[src/rtl/ascon_pkg.sv]
// Shared types and helpers for the Ascon permutation engine.
package ascon_pkg;

    // Five 64-bit lanes; element 0 is x0, so {x0, x1, x2, x3, x4} packs naturally.
    typedef logic [0:4][63:0] t_state_array;

    // Depth of the round-constant table; a full permutation uses every entry.
    localparam int MAX_ROUNDS = 12;

    typedef enum logic [1:0] {
        IDLE,
        RUN,
        DONE
    } t_perm_fsm;

    // Round constant for index i: high nibble counts down from 15, low nibble up from 0.
    // Indices past the table return zero so a stray index cannot corrupt the state.
    function automatic logic [7:0] round_const(input logic [3:0] idx);
        if (idx < 4'(MAX_ROUNDS)) begin
            return {4'd15 - idx, idx};
        end
        return 8'h00;
    endfunction

    // Rotate a lane right by a fixed amount.
    function automatic logic [63:0] rotr64(input logic [63:0] x, input int n);
        return (x >> n) | (x << (64 - n));
    endfunction

endpackage

[src/rtl/ascon_round.sv]
// One combinational Ascon round: constant addition, bit-sliced S-box, linear diffusion.
module ascon_round
    import ascon_pkg::*;
(
    input  t_state_array i_state,
    input  logic [3:0]   i_round_idx,
    output t_state_array o_state
);

    t_state_array added;
    t_state_array substituted;
    logic [63:0]  a0, a1, a2, a3, a4;
    logic [63:0]  b0, b1, b2, b3, b4;

    // Constant addition touches only the low byte of x2.
    always_comb begin
        added = i_state;
        added[2][7:0] = i_state[2][7:0] ^ round_const(i_round_idx);
    end

    // 5-bit S-box evaluated on all 64 columns at once using its boolean form.
    always_comb begin
        a0 = added[0] ^ added[4];
        a1 = added[1];
        a2 = added[2] ^ added[1];
        a3 = added[3];
        a4 = added[4] ^ added[3];
        b0 = a0 ^ (~a1 & a2);
        b1 = a1 ^ (~a2 & a3);
        b2 = a2 ^ (~a3 & a4);
        b3 = a3 ^ (~a4 & a0);
        b4 = a4 ^ (~a0 & a1);
        substituted[0] = b0 ^ b4;
        substituted[1] = b1 ^ b0;
        substituted[2] = ~b2;
        substituted[3] = b3 ^ b2;
        substituted[4] = b4;
    end

    // Per-lane diffusion with the lane-specific rotation pairs.
    always_comb begin
        o_state[0] = substituted[0] ^ rotr64(substituted[0], 19) ^ rotr64(substituted[0], 28);
        o_state[1] = substituted[1] ^ rotr64(substituted[1], 61) ^ rotr64(substituted[1], 39);
        o_state[2] = substituted[2] ^ rotr64(substituted[2], 1)  ^ rotr64(substituted[2], 6);
        o_state[3] = substituted[3] ^ rotr64(substituted[3], 10) ^ rotr64(substituted[3], 17);
        o_state[4] = substituted[4] ^ rotr64(substituted[4], 7)  ^ rotr64(substituted[4], 41);
    end

endmodule

[src/rtl/ascon_permutation.sv]
// Iterative Ascon permutation: one round per clock, valid/ready on both sides.
// Shorter permutations start part-way into the constant table so they always end on index 11.
module ascon_permutation
    import ascon_pkg::*;
#(
    parameter int MAX_ROUNDS     = 12,
    parameter int DEFAULT_ROUNDS = 12
) (
    input  logic         i_sys_clk,
    input  logic         i_sys_rst_n,
    input  logic         i_valid,
    output logic         o_ready,
    input  t_state_array i_state,
    input  logic [3:0]   i_rounds,
    input  logic         i_rounds_ovr,
    output logic         o_valid,
    input  logic         i_ready,
    output t_state_array o_state,
    output logic         o_busy
);

    localparam logic [3:0] MAX_R   = 4'(MAX_ROUNDS);
    localparam logic [3:0] DEFAULT_R = 4'(DEFAULT_ROUNDS);

    t_perm_fsm    fsm_q;
    t_perm_fsm    fsm_d;
    t_state_array state_q;
    t_state_array round_out;
    logic [3:0]   idx_q;
    logic [3:0]   remaining_q;
    logic [3:0]   rounds_eff;
    logic         accept;

    ascon_round u_round (
        .i_state     (state_q),
        .i_round_idx (idx_q),
        .o_state     (round_out)
    );

    // Resolve the requested round count: zero means default or pass-through, large values saturate.
    always_comb begin
        rounds_eff = i_rounds;
        if (i_rounds == 4'd0) begin
            rounds_eff = i_rounds_ovr ? 4'd0 : DEFAULT_R;
        end else if (i_rounds > MAX_R) begin
            rounds_eff = MAX_R;
        end
    end

    assign accept  = i_valid & o_ready;
    assign o_state = state_q;

    // FSM state register.
    always_ff @(posedge i_sys_clk or negedge i_sys_rst_n) begin
        if (!i_sys_rst_n) begin
            fsm_q <= IDLE;
        end else begin
            fsm_q <= fsm_d;
        end
    end

    // Next-state and handshake outputs; requests are only taken in IDLE.
    always_comb begin
        fsm_d   = fsm_q;
        o_ready = 1'b0;
        o_valid = 1'b0;
        o_busy  = 1'b0;
        case (fsm_q)
            IDLE: begin
                o_ready = 1'b1;
                if (i_valid) begin
                    fsm_d = (rounds_eff == 4'd0) ? DONE : RUN;
                end
            end
            RUN: begin
                o_busy = 1'b1;
                if (remaining_q <= 4'd1) begin
                    fsm_d = DONE;
                end
            end
            DONE: begin
                o_valid = 1'b1;
                if (i_ready) begin
                    fsm_d = IDLE;
                end
            end
            default: fsm_d = IDLE;
        endcase
    end

    // State register, round index and remaining count: load on accept, advance one round per RUN cycle.
    always_ff @(posedge i_sys_clk or negedge i_sys_rst_n) begin
        if (!i_sys_rst_n) begin
            state_q     <= '0;
            idx_q       <= 4'd0;
            remaining_q <= 4'd0;
        end else if (accept) begin
            state_q     <= i_state;
            idx_q       <= MAX_R - rounds_eff;
            remaining_q <= rounds_eff;
        end else if (fsm_q == RUN) begin
            state_q     <= round_out;
            idx_q       <= idx_q + 4'd1;
            remaining_q <= remaining_q - 4'd1;
        end
    end

endmodule

[config.mk]
export PLATFORM = sky130hd
export DESIGN_NAME = ascon_permutation
export DESIGN_NICKNAME = d
export VERILOG_FILES = /design/src/rtl/ascon_pkg.sv /design/src/rtl/ascon_round.sv /design/src/rtl/ascon_permutation.sv
export SDC_FILE = /design/constraint.sdc
export NUM_CORES = 2
export LEC_CHECK = 0
export CELL_PAD_IN_SITES_DETAIL_PLACEMENT = 1
export CELL_PAD_IN_SITES_GLOBAL_PLACEMENT = 2
export CORE_MARGIN = 1.5
export CORE_UTILIZATION = 42
export CTS_CLUSTER_DIAMETER = 80
export CTS_CLUSTER_SIZE = 12
export DETAILED_ROUTE_END_ITERATION = 10
export DONT_BUFFER_PORTS = 1
export PLACE_DENSITY = 0.86
export SKIP_LAST_GASP = 1
export SYNTH_ARGS = -nofsm -noshare
export SYNTH_HDL_FRONTEND = slang
export SYNTH_SLANG_ARGS = --single-unit
export TNS_END_PERCENT = 30
[constraint.sdc]
create_clock -name i_sys_clk -period 3.55 [get_ports i_sys_clk]
set_input_delay 0.5325 -clock i_sys_clk [delete_from_list [all_inputs] [get_ports i_sys_clk]]
set_output_delay 0.5325 -clock i_sys_clk [all_outputs]
set_load 0.005 [all_outputs]
==> flow_summary.html <==
<table>
<tr><th>Metric</th><th>Value</th></tr>
<tr><th colspan="2">Outcome</th></tr>
<tr><td>Outcome</td><td>finished, violations left</td></tr>
<tr><td>Violated checks</td><td>hold timing, slew limit</td></tr>
<tr><th colspan="2">Critical path</th></tr>
<tr><td>Critical Path Sink Type</td><td>flop</td></tr>
<tr><td>End of the worst register-to-register path</td><td>o_state[110]</td></tr>
<tr><td>Launching element type of the critical path</td><td>flop</td></tr>
<tr><td>Reg-to-Reg Start</td><td>o_state[238]</td></tr>
<tr><td>Worst Path Arrival</td><td>3580 ps</td></tr>
<tr><td>Req. time, crit path</td><td>4000 ps</td></tr>
<tr><td>Critical path class</td><td>flop to flop</td></tr>
<tr><td>Reg2Reg Setup Slack</td><td>430 ps</td></tr>
<tr><td>Maximum fanout encountered on the critical timing path</td><td>4</td></tr>
<tr><td>Cells on worst reg2reg path</td><td>7</td></tr>
<tr><th colspan="2">CTS</th></tr>
<tr><td>Clock sink count</td><td>330</td></tr>
<tr><td>PostCTS Resize Cnt</td><td>0</td></tr>
<tr><td>CTS tree</td><td>done</td></tr>
<tr><td>Maximum clock insertion buffer count</td><td>3</td></tr>
<tr><td>Clock transition at the registers of the reported paths</td><td>70 ps</td></tr>
<tr><td>Number of buffers created by CTS</td><td>37</td></tr>
<tr><td>Source-to-sink clock delay at the later pin of the worst-skew pair</td><td>590 ps</td></tr>
<tr><td>Clock Tree Root</td><td>sky130_fd_sc_hd__clkbuf_16</td></tr>
<tr><td>Number of H-tree levels</td><td>2</td></tr>
<tr><td>Post-CTS repair timing setup buffer count</td><td>0</td></tr>
<tr><th colspan="2">Drt</th></tr>
<tr><td>Pre-antenna DRT Iters</td><td>5</td></tr>
<tr><td>Wire length per cell after detailed routing</td><td>35.8 um</td></tr>
<tr><td>Post-DRT Antenna Nets</td><td>0</td></tr>
<tr><td>DRC violation count after routing</td><td>0</td></tr>
<tr><td>Initial DRC Count</td><td>2669</td></tr>
<tr><td>Wire length after detailed routing</td><td>162000 um</td></tr>
<tr><td>Average via count per standard cell</td><td>6.10</td></tr>
<tr><td>Total number of vias</td><td>27600</td></tr>
<tr><th colspan="2">Synth</th></tr>
<tr><td>Yosys warnings</td><td>0</td></tr>
<tr><td>Number of synthesized register bits</td><td>330</td></tr>
<tr><td>Post-synthesis instance area</td><td>0.0293 mm2</td></tr>
<tr><td>Post-synthesis net count</td><td>3916</td></tr>
<tr><td>Average cell area after synthesis</td><td>8.47 um2</td></tr>
<tr><td>Fraction of registers with async set/reset</td><td>100%</td></tr>
<tr><td>Leading register cell type out of synthesis</td><td>sky130_fd_sc_hd__dfrtp_1</td></tr>
<tr><td>Number of flops mapped to enable cells by yosys</td><td>0</td></tr>
<tr><td>Count of cell types in the netlist</td><td>48</td></tr>
<tr><td>Cells after Synth</td><td>3455</td></tr>
<tr><td>Fraction of the yosys area taken by sequential cells</td><td>28.2%</td></tr>
<tr><th colspan="2">Placed design</th></tr>
<tr><td>Routability congestion estimate</td><td>1.02</td></tr>
<tr><td>Quantity of I/O buffers inserted on ports</td><td>0</td></tr>
<tr><td>Post-DP HPWL</td><td>133000 um</td></tr>
<tr><th colspan="2">Min path</th></tr>
<tr><td>Path category of the worst min-delay check</td><td>input pin to asynchronous set/reset pin</td></tr>
<tr><th colspan="2">Timing</th></tr>
<tr><td>Pins over their slew limit</td><td>60</td></tr>
<tr><td>Final hold vios</td><td>286</td></tr>
<tr><td>Setup repair after global routing missed its margin</td><td>false</td></tr>
<tr><td>Post-Route Skew</td><td>17.5 ps</td></tr>
<tr><td>Achievable clock frequency</td><td>320 MHz</td></tr>
<tr><td>Final period utilization</td><td>88.0%</td></tr>
<tr><td>Slew of the pin with the lowest slew margin</td><td>1580 ps</td></tr>
<tr><td>Final period demand of the worst path</td><td>3120 ps</td></tr>
<tr><td>Worst hold-check slack</td><td>-350 ps</td></tr>
<tr><td>Final Setup Violations</td><td>0</td></tr>
<tr><td>Total negative slack</td><td>0 ps</td></tr>
<tr><td>Worst-case headroom to the max-slew limit</td><td>-5.06%</td></tr>
<tr><th colspan="2">Cells and area</th></tr>
<tr><td>Final net count</td><td>4031</td></tr>
<tr><td>Area occupied by multi-input gates</td><td>0.0199 mm2</td></tr>
<tr><td>Most common library cell in the layout ignoring fill and taps</td><td>sky130_fd_sc_hd__xnor2_1</td></tr>
<tr><td>Share of post-route cells with drive strength above 1</td><td>8.93%</td></tr>
<tr><td>Area taken by flip-flops and latches</td><td>0.00826 mm2</td></tr>
<tr><td>Synthesis-to-layout area growth</td><td>12.3%</td></tr>
<tr><td>Most frequent cells in the layout</td><td>sky130_fd_sc_hd__xnor2_1 (858), sky130_fd_sc_hd__nand2_1 (502), sky130_fd_sc_hd__dfrtp_1 (330), sky130_fd_sc_hd__nor2_1 (288), sky130_fd_sc_hd__a21oi_1 (267)</td></tr>
<tr><td>Fillcell total</td><td>8197</td></tr>
<tr><th colspan="2">Flow run</th></tr>
<tr><td>Max Cap Viol</td><td>0</td></tr>
<tr><th colspan="2">Floorplan</th></tr>
<tr><td>Area of the placeable core</td><td>0.0688 mm2</td></tr>
<tr><td>Number of cell rows</td><td>96</td></tr>
<tr><td>Count of pins on the block boundary</td><td>652</td></tr>
<tr><td>Die outline area</td><td>0.0712 mm2</td></tr>
<tr><td>Initial core utilization</td><td>42.5%</td></tr>
<tr><td>Chip width</td><td>267 um</td></tr>
<tr><td>Vertical die dimension</td><td>267 um</td></tr>
<tr><th colspan="2">Global route</th></tr>
<tr><td>Antenna violations before repair</td><td>17</td></tr>
<tr><td>All-layer global routing usage</td><td>44.5%</td></tr>
<tr><td>Pin count of the biggest net entering global routing</td><td>331</td></tr>
<tr><td>Total congestion overflow after global routing</td><td>0</td></tr>
<tr><td>Wire length of the first global-routing pass</td><td>221000 um</td></tr>
<tr><td>Number of global-route vias before repair</td><td>28100</td></tr>
</table>
==> state kept, by name, summed over array words and instances, names as in the netlist <==
register / flops
fsm_q: 2
idx_q: 4
remaining_q: 4
o_state: 320
==> cell usage after synthesis (21+ instances only) <==
library cell               count  area [um2]
sky130_fd_sc_hd__a31oi_1      65         407
sky130_fd_sc_hd__and3_1       83         519
sky130_fd_sc_hd__dfrtp_1     330        8260
sky130_fd_sc_hd__xnor2_2      35         569
sky130_fd_sc_hd__a211oi_1    101         758
sky130_fd_sc_hd__nor3_1       23         115
sky130_fd_sc_hd__clkbuf_1    102         383
sky130_fd_sc_hd__inv_1       158         593
sky130_fd_sc_hd__xnor2_1     861        7540
sky130_fd_sc_hd__o21ai_0      99         495
sky130_fd_sc_hd__ha_1        132        1650
sky130_fd_sc_hd__xnor3_1      21         473
sky130_fd_sc_hd__a21oi_1     267        1340
sky130_fd_sc_hd__buf_2        33         165
sky130_fd_sc_hd__xor2_1      220        1930
sky130_fd_sc_hd__nor2_1      288        1080
sky130_fd_sc_hd__maj3_1       23         230
sky130_fd_sc_hd__nand2_1     503        1890
==> routing by layer <==
metal / GRT usage [%] / part of all wire [%]
met4: 27.3 / 7.1
met5: 0 / 0.051
met2: 70.9 / 45
met3: 12.1 / 9.9
met1: 53.4 / 38
==> worst max-delay path, stage by stage, from the launching register on <==
cell,delay [ps]
sky130_fd_sc_hd__dfrtp_1,450
sky130_fd_sc_hd__inv_1,120
sky130_fd_sc_hd__ha_1,300
sky130_fd_sc_hd__xnor2_1,150
sky130_fd_sc_hd__xnor2_1,1120
sky130_fd_sc_hd__xnor2_1,400
sky130_fd_sc_hd__xnor2_1,340
sky130_fd_sc_hd__a21oi_1,100
==> cells by family (layout without fill, tap and decap cells) <==
family,after synthesis,count (layout),synth area share [%]
xor+xnor,1140,1140,36.1
simple gates,914,914,12.7
compound gates,602,602,12.0
flops,330,330,28.2
buf+inv,302,430,4.07
fa+ha+maj,155,155,6.43
mux,12,12,0.458
other cells,0,13,0
==> area by class of cell <==
cell class,instances,area share (%)
tap,931,3.55
multi-input combinational,2823,60.4
clock buffer,41,2.89
clock inverter,11,0.590
timing repair buffer,219,5.46
antenna,13,0.0990
inverter,159,1.84
sequential,330,25.1
==> through the flow <==
stage	area, um2	utilization, %	setup WS (ps)	hold slack (ps)	cells
floorplan	29300	-	1270	237	3455
global placement	31700	46.0	589	251	4462
detailed placement	31700	46.0	558	255	4462
CTS	32800	47.7	533	-353	4514
global route	32800	47.7	417	-347	4524
finish	32900	47.7	426	-350	4527
==> how the worst max path moves through the flow <==
stage,startpoint,slack (ps),endpoint,depth (start not counted)
2_1_floorplan,idx_q[3],1270,o_state[64],9
3_3_place_gp,idx_q[3],590,o_state[111],8
3_5_place_dp,idx_q[2],560,o_state[67],8
4_1_cts,idx_q[2],530,o_state[67],8
5_1_grt,idx_q[2],420,o_state[67],8
6_report,o_state[238],430,o_state[110],7
Power is not shown: default switching activity piles up to over one toggle a cycle in this logic, so the estimate is an artifact.
